**config.mk**
```make
export PLATFORM = sky130hd
export DESIGN_NAME = turn_sequencer
export DESIGN_NICKNAME = d
export VERILOG_FILES = /design/src/rtl/go_pkg.sv /design/src/rtl/turn_timer.sv /design/src/rtl/turn_sequencer.sv
export SDC_FILE = /design/constraint.sdc
export NUM_CORES = 1
export LEC_CHECK = 0
export ABC_AREA = 1
export CAP_MARGIN = 20
export CORE_ASPECT_RATIO = 0.9
export CORE_MARGIN = 4
export CORE_UTILIZATION = 30
export CTS_CLUSTER_DIAMETER = 100
export DETAILED_ROUTE_END_ITERATION = 16
export PLACE_DENSITY = 0.67
export SYNTH_ARGS = -nofsm -noshare
export SYNTH_HDL_FRONTEND = slang
export SYNTH_SLANG_ARGS = --single-unit
export TNS_END_PERCENT = 100
```
**constraint.sdc**
```tcl
create_clock -name clk_in -period 2.25 [get_ports clk_in]
set_clock_uncertainty 0.1 [all_clocks]
set_input_delay 0.5625 -clock clk_in [delete_from_list [all_inputs] [get_ports clk_in]]
set_output_delay 0.5625 -clock clk_in [all_outputs]
set_load 0.05 [all_outputs]
```
**src/rtl/go_pkg.sv**
```systemverilog
// go_pkg: shared board constants, move layout and sequencer states for the 9x9 Go controller
package go_pkg;
  localparam int BOARD_N = 9;
  localparam logic [1:0] EMPTY = 2'b00;
  localparam logic [1:0] BLACK = 2'b01;
  localparam logic [1:0] WHITE = 2'b10;
  typedef struct packed {
    logic [3:0] row;
    logic [3:0] col;
  } move_t;
  typedef enum logic [2:0] {
    S_TURN_WAIT,
    S_CHECK,
    S_COMMIT,
    S_CAPTURE_WAIT,
    S_SWITCH,
    S_GAME_OVER
  } state_t;
endpackage

```
**src/rtl/turn_timer.sv**
```systemverilog
// turn_timer: down-counter reloaded by clr_i; expire_o once it has counted lim_i cycles down to zero
module turn_timer (
  input  logic        clk,
  input  logic        rst,
  input  logic        clr_i,
  input  logic [15:0] lim_i,
  output logic        expire_o
);
  logic [15:0] cnt_q, cnt_d;
  assign expire_o = cnt_q == 16'd0;
  always_comb cnt_d = clr_i ? lim_i : (expire_o ? cnt_q : cnt_q - 16'd1);
  always_ff @(posedge clk) cnt_q <= rst ? lim_i : cnt_d;
endmodule

```
**src/rtl/turn_sequencer.sv**
```systemverilog
// turn_sequencer: grants turns, legality-checks and commits stones, hands off to capture, detects game end
module turn_sequencer
  import go_pkg::*;
#(
  parameter int TURN_TIMEOUT = 0,
  parameter int CAP_TIMEOUT  = 1024,
  parameter int MAX_MOVES    = 200
) (
  input  logic                                   clk_in,
  input  logic                                   reset,
  input  logic [1:0]                             move_ready,
  input  logic [1:0][7:0]                        move_in,
  input  logic [1:0]                             pass_in,
  input  logic [BOARD_N-1:0][BOARD_N-1:0][1:0]   board,
  output logic [1:0]                             my_turn,
  output logic                                   board_we,
  output logic [3:0]                             wr_row,
  output logic [3:0]                             wr_col,
  output logic [1:0]                             wr_val,
  output logic                                   capture_start,
  input  logic                                   capture_done,
  output logic                                   illegal_move,
  output logic                                   capture_err,
  output logic                                   game_over,
  output logic                                   cur_player,
  output logic [7:0]                             move_count
);
  state_t state_q, state_d;
  move_t mv_q, mv_d;
  logic cur_q, cur_d, err_q, err_d, ill_d;
  logic [1:0] pass_q, pass_d, turn_q;
  logic [7:0] mc_q, mc_d;
  logic we_q, cs_q, ill_q, go_q;
  logic tt_raw, cap_exp, strobe, in_range, legal;
  turn_timer u_turn_tmr (
    .clk(clk_in), .rst(reset), .clr_i(state_q != S_TURN_WAIT),
    .lim_i(16'(TURN_TIMEOUT - 1)), .expire_o(tt_raw)
  );
  turn_timer u_cap_tmr (
    .clk(clk_in), .rst(reset), .clr_i(state_q != S_CAPTURE_WAIT),
    .lim_i(16'(CAP_TIMEOUT - 1)), .expire_o(cap_exp)
  );
  assign strobe = move_ready[cur_q];
  assign in_range = mv_q.row < 4'(BOARD_N) && mv_q.col < 4'(BOARD_N);
  // out-of-range coordinates are steered to cell 0 so the board is never indexed past 8
  assign legal = in_range && board[in_range ? mv_q.row : 4'd0][in_range ? mv_q.col : 4'd0] == EMPTY;
  always_comb begin
    state_d = state_q;
    cur_d = cur_q;
    pass_d = pass_q;
    mc_d = mc_q;
    mv_d = mv_q;
    err_d = err_q;
    ill_d = 1'b0;
    case (state_q)
      S_TURN_WAIT:
        if ((strobe && pass_in[cur_q]) || (!strobe && TURN_TIMEOUT != 0 && tt_raw)) begin
          pass_d = pass_q + 2'd1;
          state_d = pass_q == 2'd1 ? S_GAME_OVER : S_SWITCH;
        end else if (strobe) begin
          mv_d = move_t'(move_in[cur_q]);
          state_d = S_CHECK;
        end
      S_CHECK: begin
        ill_d = !legal;
        state_d = legal ? S_COMMIT : S_TURN_WAIT;
      end
      S_COMMIT: begin
        pass_d = 2'd0;
        mc_d = mc_q == 8'hFF ? mc_q : mc_q + 8'd1;
        state_d = S_CAPTURE_WAIT;
      end
      S_CAPTURE_WAIT:
        if (capture_done) state_d = S_SWITCH;
        else if (cap_exp) begin
          err_d = 1'b1;
          state_d = S_SWITCH;
        end
      S_SWITCH: begin
        cur_d = !cur_q;
        state_d = mc_q == 8'(MAX_MOVES) ? S_GAME_OVER : S_TURN_WAIT;
      end
      default: state_d = S_GAME_OVER;
    endcase
  end
  always_ff @(posedge clk_in) begin
    if (reset) begin
      state_q <= S_TURN_WAIT;
      cur_q <= 1'b0;
      pass_q <= 2'd0;
      mc_q <= 8'd0;
      mv_q <= '0;
      err_q <= 1'b0;
      turn_q <= 2'b00;
      we_q <= 1'b0;
      cs_q <= 1'b0;
      ill_q <= 1'b0;
      go_q <= 1'b0;
    end else begin
      state_q <= state_d;
      cur_q <= cur_d;
      pass_q <= pass_d;
      mc_q <= mc_d;
      mv_q <= mv_d;
      err_q <= err_d;
      turn_q <= state_d == S_TURN_WAIT ? (cur_d ? 2'b10 : 2'b01) : 2'b00;
      we_q <= state_d == S_COMMIT;
      cs_q <= state_q == S_COMMIT;
      ill_q <= ill_d;
      go_q <= state_d == S_GAME_OVER;
    end
  end
  assign my_turn = turn_q;
  assign board_we = we_q;
  assign wr_row = mv_q.row;
  assign wr_col = mv_q.col;
  assign wr_val = cur_q ? WHITE : BLACK;
  assign capture_start = cs_q;
  assign illegal_move = ill_q;
  assign capture_err = err_q;
  assign game_over = go_q;
  assign cur_player = cur_q;
  assign move_count = mc_q;
endmodule
```
## Word-level counts from Yosys, hierarchy flattened

Cells that the tools add are included.

| storage, ports and cells | value |
|---|---|
| word-level logic and storage cells | 79 |
| input bits | 185 |
| output and inout bits | 26 |
| register bits | 45 |

| operators by class | value |
|---|---|
| order comparisons | 5 |
| eq/ne operators | 11 |
| reductions and logical operators | 17 |
| $add $sub $neg | 3 |
| bitwise operators | 5 |
| mux-type cells | 25 |

Operators with widths:

| cell | count |
|---|---|
| $bmux 18 s4 | 1 |
| $mux 18 | 1 |
| $eq 8x8->1 const B | 2 |
| $logic_not 16->1 | 1 |
| $mux 8 | 2 |
| $sub 16x1->16 const B | 1 |
| $mux 3 | 5 |
| $pmux 3 s5 | 1 |
| $lt 4x5->1 const B | 2 |
| $mux 2 | 5 |
| $eq 3x2->1 const B | 3 |
| $add 8x1->8 const B | 1 |
| $bmux 2 s4 | 1 |
| $lt 4x4->1 const B | 2 |
| $mux 4 | 2 |
| $eq 3x3->1 const B | 2 |
| $logic_not 3->1 | 2 |
| $mux 1 | 6 |
| $reduce_and 3->1 | 2 |
| $reduce_or 2->1 | 3 |
| $not 1->1 | 5 |
| $pmux 2 s2 | 1 |
| $reduce_and 2->1 | 2 |
| $eq 3x1->1 const B | 1 |
| other kinds (9) | 12 |

## Logic depth before layout (Yosys ltp)

| logic depth | value |
|---|---|
| depth after elaboration | 14 |
| mapped depth | 21 |
| depth with buffers taken out | 21 |

## By module

Synthesis repeated with hierarchy kept, for this count alone.

| second synthesis, totals | value |
|---|---|
| cells, all modules | 805 |
| area total of the unflattened synthesis | 4534.3 µm² |

By module, submodules not included:

| module | instances | cells each | area an instance (µm²) |
|---|---|---|---|
| turn_sequencer | 1 | 654 | 3410.8 |
| turn_timer | 1 | 151 | 1123.6 |

## Worst setup path before layout

Ideal clock, no wire load.

| timing path | value |
|---|---|
| path type | reg-to-reg |
| from | register mv_q (netlist bit wr_row[0]) |
| to | register turn_q[1] (netlist: my_turn[1]) |
| library setup time | 123 ps |
| cell stages (with the launch flop) | 20 |
| data required time | 2027 ps |
| arrival time | 2377 ps |
| setup slack | -350 ps |
| cell sequence | dfxtp_1 buf_2 clkinv_1 nand2_1 nand2_2 nand3_4 nor2_4 buf_4 nand2_1 nand2_1 a21oi_1 nand3_1 nand3_1 nand2_1 nand2_1 nand2_1 a21oi_2 nand3_2 nand3_1 nor2_1 |

| between the ends | value |
|---|---|
| cells in the longest elaborated chain, start to end | 14 |
| elaborated cells on any way between the ends | 15 |
| classes of those cells | order compare (1); mux (8); bitwise (1); reduce/logical (5) |

RTL lines:

| item | line | source |
|---|---|---|
| start: declaration | turn_sequencer.sv:29 | `move_t mv_q, mv_d;` |
| start signal: assignment | turn_sequencer.sv:104 | `mv_q <= mv_d;` |
| $lt 4x4->1 | turn_sequencer.sv:44 | `assign in_range = mv_q.row < 4'(BOARD_N) && mv_q.col < 4'(BOARD_N);` |
| $logic_and 1x1->1 | turn_sequencer.sv:44 |  |
| $mux 4 | turn_sequencer.sv:46 | `assign legal = in_range && board[in_range ? mv_q.row : 4'd0][in_range ? mv_q.col : 4'd0] == EMPTY;` |
| $bmux 18 s4 | turn_sequencer.sv:46 |  |
| $mux 18 | turn_sequencer.sv:46 |  |
| $bmux 2 s4 | turn_sequencer.sv:46 |  |
| $mux 2 | turn_sequencer.sv:46 |  |
| $logic_not 2->1 | turn_sequencer.sv:46 |  |
| $logic_and 1x1->1 (*) | turn_sequencer.sv:46 |  |
| $mux 2 (*) | turn_sequencer.sv:66 | `state_d = legal ? S_COMMIT : S_TURN_WAIT;` |
| $pmux 3 s5 (*) | turn_sequencer.sv:55 | `case (state_q)` |
| $logic_not 3->1 (*) | turn_sequencer.sv:106 | `turn_q <= state_d == S_TURN_WAIT ? (cur_d ? 2'b10 : 2'b01) : 2'b00;` |
| $not 1->1 (no source line) (*) | n/a |  |
| $reduce_or 2->1 (no source line) (*) | n/a |  |
| end signal: assignment | turn_sequencer.sv:106 |  |
| end: declaration | turn_sequencer.sv:31 | `logic [1:0] pass_q, pass_d, turn_q;` |

Mark *: on every way between the ends. The rest lies on a longest branch, timed or not. The select of a mux whose other input is x is not followed.
A chain may end at the register's enable or synchronous reset.

## Final worst setup path

| timing path | value |
|---|---|
| from | register mv_q (netlist bit wr_col[0]) |
| to | register turn_q[1] (netlist: my_turn[1]) |

Same word-level chain as after synthesis.

==> impl_metrics.toml <==
[critical_path]
path_cells = "nor2_4, nand2_2, nand2_4, nand3_4, buf_12, nor2_2, nor2_1, o21ai_1, nand2_1, nand2_1, nand2_1, nand2_1, nand2_1, nand2_1, nand2_1, a21oi_2, nand3_4, nand3_2, nor2_1"
slowest_stage = "dfxtp_4"
cp_top_family = "simple AND/OR/NAND/NOR gates"
crit_path_max_incr_delay_ns = 0.35
critPathMostFrequentCell = "nand2_1"
cp-end-kind = "register"
critPathRequiredTime_ns = 2.32
criticalPathCategory = "register to register"
cp-start-kind = "register"
crit_fanout = 13
cp.arrival_ns = 2.42
path_buf_inv = 1

[global_routing]
grt_usage_pct = 21.2
grt_pass1_wl_um = 25400
antenna_found_initial = 0
grt_pass1_vias = 5063
overflow = 0
grt_max_degree = 33

[route]
vias_per_cell = 4.68
drtAntennaViolNets = 0
remaining_drc_errors = 0
via_count = 5226
finalWirelength_um = 16400
drt_pass1_iterations = 5
drtIter0Drc = 290
wl_per_cell_um = 14.7

[cells_and_area]
multi_input_area_sq_um = 2560
finalNonFillerCells = 1116
n_fill_cell = 1225
seqCellArea_sq_um = 920
layout-drive-gt1-share_pct = 17.3
syn_to_final_growth_pct = 82.1
nNetsFinal = 1140
antenna_cells_inserted = 0
fin_area_sq_um = 7060

[synth]
async_reset_ff_share_pct = 0
synth_area_leader_cell = "dfxtp_1"
postSynthAreaPerCell_sq_um = 5.68
synth_top_area_share_pct = 23.2
yosys-top-cells-area = "dfxtp_1, nand2_1, inv_1"
yosysWarnings = 0
synthDistinctLibCells = 46
ys_seq_area_share_pct = 23.2
synth_edf_count = 0
syn_area_sq_um = 3880
synth_cells = 683
synth_seq_cells = 45
synth_nets = 872
ys.flop_type = "dfxtp_1"

[pwr]
ir_worst_vdd_uv = 513
p_leak_nw = 3.27
p_switching_mw = 2.53
comb_power_share_pct = 68.5
seqPwrFrac_pct = 18.7
pwr-share-clk_pct = 12.8
power_density_nw_per_um2 = 785
swShare_pct = 45.6
internal_power_mw = 3.02

[die]
die_h_um = 116
core_area_sq_um = 12700
die-area_sq_um = 14800
die_x_um = 128
start_util_pct = 30.6
io_pins = 211
rows = 39

[sta]
relSlewSlack_pct = 65.6
final.period_utilization_pct = 105
rsz0062_at_grt = "yes"
tns_ns = -0.400
whs_ns = 0.359
fin_ws_ns = -0.104
slew_viol_final = 0
tightest_slew_ns = 0.515
fmax_mhz = 425
period_needed_ns = 2.35
hold_violations = 0
setup_viol = 5

[worst_hold_path]
hold_class = "register to register"

[cts]
path_clk_slew_ns = 0.06
cts_sinks = 45
tritoncts = "yes"
cts_buffers = 5
cts-root-buf = "clkbuf_16"
cts_max_path_buffers = 2
htreeDepth = 2
clock_latency_ns = 0.28

[outcome]
failed_checks = "setup timing"
status = "complete, but fails checks"

[place]
hpwl_um = 13200
place.gp.congestion = 0.857
io_buffer_count = 210
dp_cells = 1096
placed_area_sq_um = 6620

[run]
drv_cap = 0
==> layout make-up <==
class / count / area share (%)
Timing Repair Buffer: 288 / 40.2
Multi-Input combinational cell: 506 / 36.2
Sequential cell: 45 / 13.0
Inverter: 105 / 5.62
Tap cell: 164 / 2.91
Clock buffer: 6 / 1.83
Clock inverter: 2 / 0.195
==> worst register-to-register path, cell delays in order (launching register included) <==
cell and delay, ns:
dfxtp_4 0.35, nor2_4 0.10, nand2_2 0.06, nand2_4 0.11, nand3_4 0.17, buf_12 0.21, nor2_2 0.08, nor2_1 0.05
o21ai_1 0.13, nand2_1 0.08, nand2_1 0.08, nand2_1 0.07, nand2_1 0.06, nand2_1 0.04, nand2_1 0.06, nand2_1 0.06
a21oi_2 0.20, nand3_4 0.10, nand3_2 0.08, nor2_1 0.04
==> state kept, by name (all words and copies together), names as in the netlist, 2 cells and up <==
name             cells
move_count           8
my_turn              2
pass_q               2
state_q              3
u_cap_tmr.cnt_q     16
wr_col               4
wr_row               4
==> path summary, 6_finish.rpt <==
check        startpoint         end  slack, ns  cells after the start
max           wr_col[0]  my_turn[1]      -0.10                     19
min           pass_q[1]   pass_q[1]       0.36                      2
max reg2reg   wr_col[0]  my_turn[1]      -0.10                     19
min reg2reg   pass_q[1]   pass_q[1]       0.36                      2
==> repair_timing <==
item | CTS | global route
buffers inserted | 8 | 5
pin swaps | 6 | 8
gates resized for setup | 23 | 26
endpoints found under the setup margin | 5 | 15
gates cloned | 1 | 0
hold buffers | 0 | 0
==> cell usage in the layout, fill, tap and decap left out, types with 2 or more instances in the layout <==
cell             synthesis  layout
nor2_1                  81      75
inv_1                   99      95
nor2_4                   2       4
inv_4                    0       2
nand2_1                194     188
nand2_4                  1       2
buf_4                    7      78
or2_2                    7       7
nor4_1                   2       2
o21ai_0                 45      42
nand4_1                 31      31
nand3_2                  1       3
clkdlybuf4s50_1          0     191
a31oi_1                  8       8
clkbuf_16                0       5
nand2_2                  3       8
xor2_1                   3       3
nand3_1                 50      47
clkinv_1                 2       2
nor3_1                  10       7
nor2_2                   1       5
nand3_4                  3       4
dfxtp_2                  0       9
ha_1                     4       3
a21oi_2                  1       2
nand3b_1                 4       4
a21oi_1                 27      26
o211ai_1                 5       5
buf_6                    2       5
dfxtp_4                  0       2
dfxtp_1                 45      34
o21ai_1                  6       9
inv_2                    4       7
nor3_4                   0       2
or2_0                    2       2
buf_12                   0      12
==> cell families (layout without fill, tap and decap cells) <==
logic type,Yosys count,after routing,synth area share (%)
adders and majority gates,4,4,1.29
muxes,1,1,0.258
AOI/OAI and AO/OA,99,99,13.9
buffers and inverters,132,401,14.1
and+or+nand+nor,398,398,46.3
xor gates and xnor gates,4,4,0.904
DFF,45,45,23.2
==> stage by stage <==
step                      util (%)  setup WS (ns)  power, mW
after floorplan                  -         0.0187       3.09
after global placement        52.2         -0.232       4.60
after detailed placement      52.2         -0.263       4.61
after CTS                     54.8        -0.0444       5.49
after global routing          55.6         -0.328       5.98
final                         55.6         -0.104       5.54
==> cells in the mapped netlist (2+ instances only) <==
master / count
buf_4: 7
inv_2: 4
nand4_1: 31
nand2_2: 3
xor2_1: 3
o21ai_0: 45
nand3b_1: 4
nor2_4: 2
nor3_1: 10
a21oi_1: 27
clkinv_1: 2
buf_2: 7
ha_1: 4
clkbuf_1: 10
buf_6: 2
or2_2: 7
o211ai_1: 5
a31oi_1: 8
o21ai_1: 6
or2_0: 2
nand3_4: 3
inv_1: 99
nor3b_1: 2
nand3_1: 50
dfxtp_1: 45
nor2_1: 81
nor4_1: 2
nand2_1: 194
==> metal layers <==
layer | track usage (%) | part of all wire (%)
met4 | 4.17 | 1.5
met3 | 3.73 | 7.7
met1 | 26.3 | 44
met2 | 38.6 | 47
met5 | 0 | 0
==> power groups by stage <==
stage	registers, mW	logic [mW]	clock network (mW)
floorplan	1.34	1.75	0
global placement	1.05	3.55	0
detailed placement	1.05	3.56	0
CTS	1.04	3.73	0.724
global route	1.05	4.18	0.755
finish	1.04	3.79	0.710
Note: power is estimated with default switching activity, not from simulation.
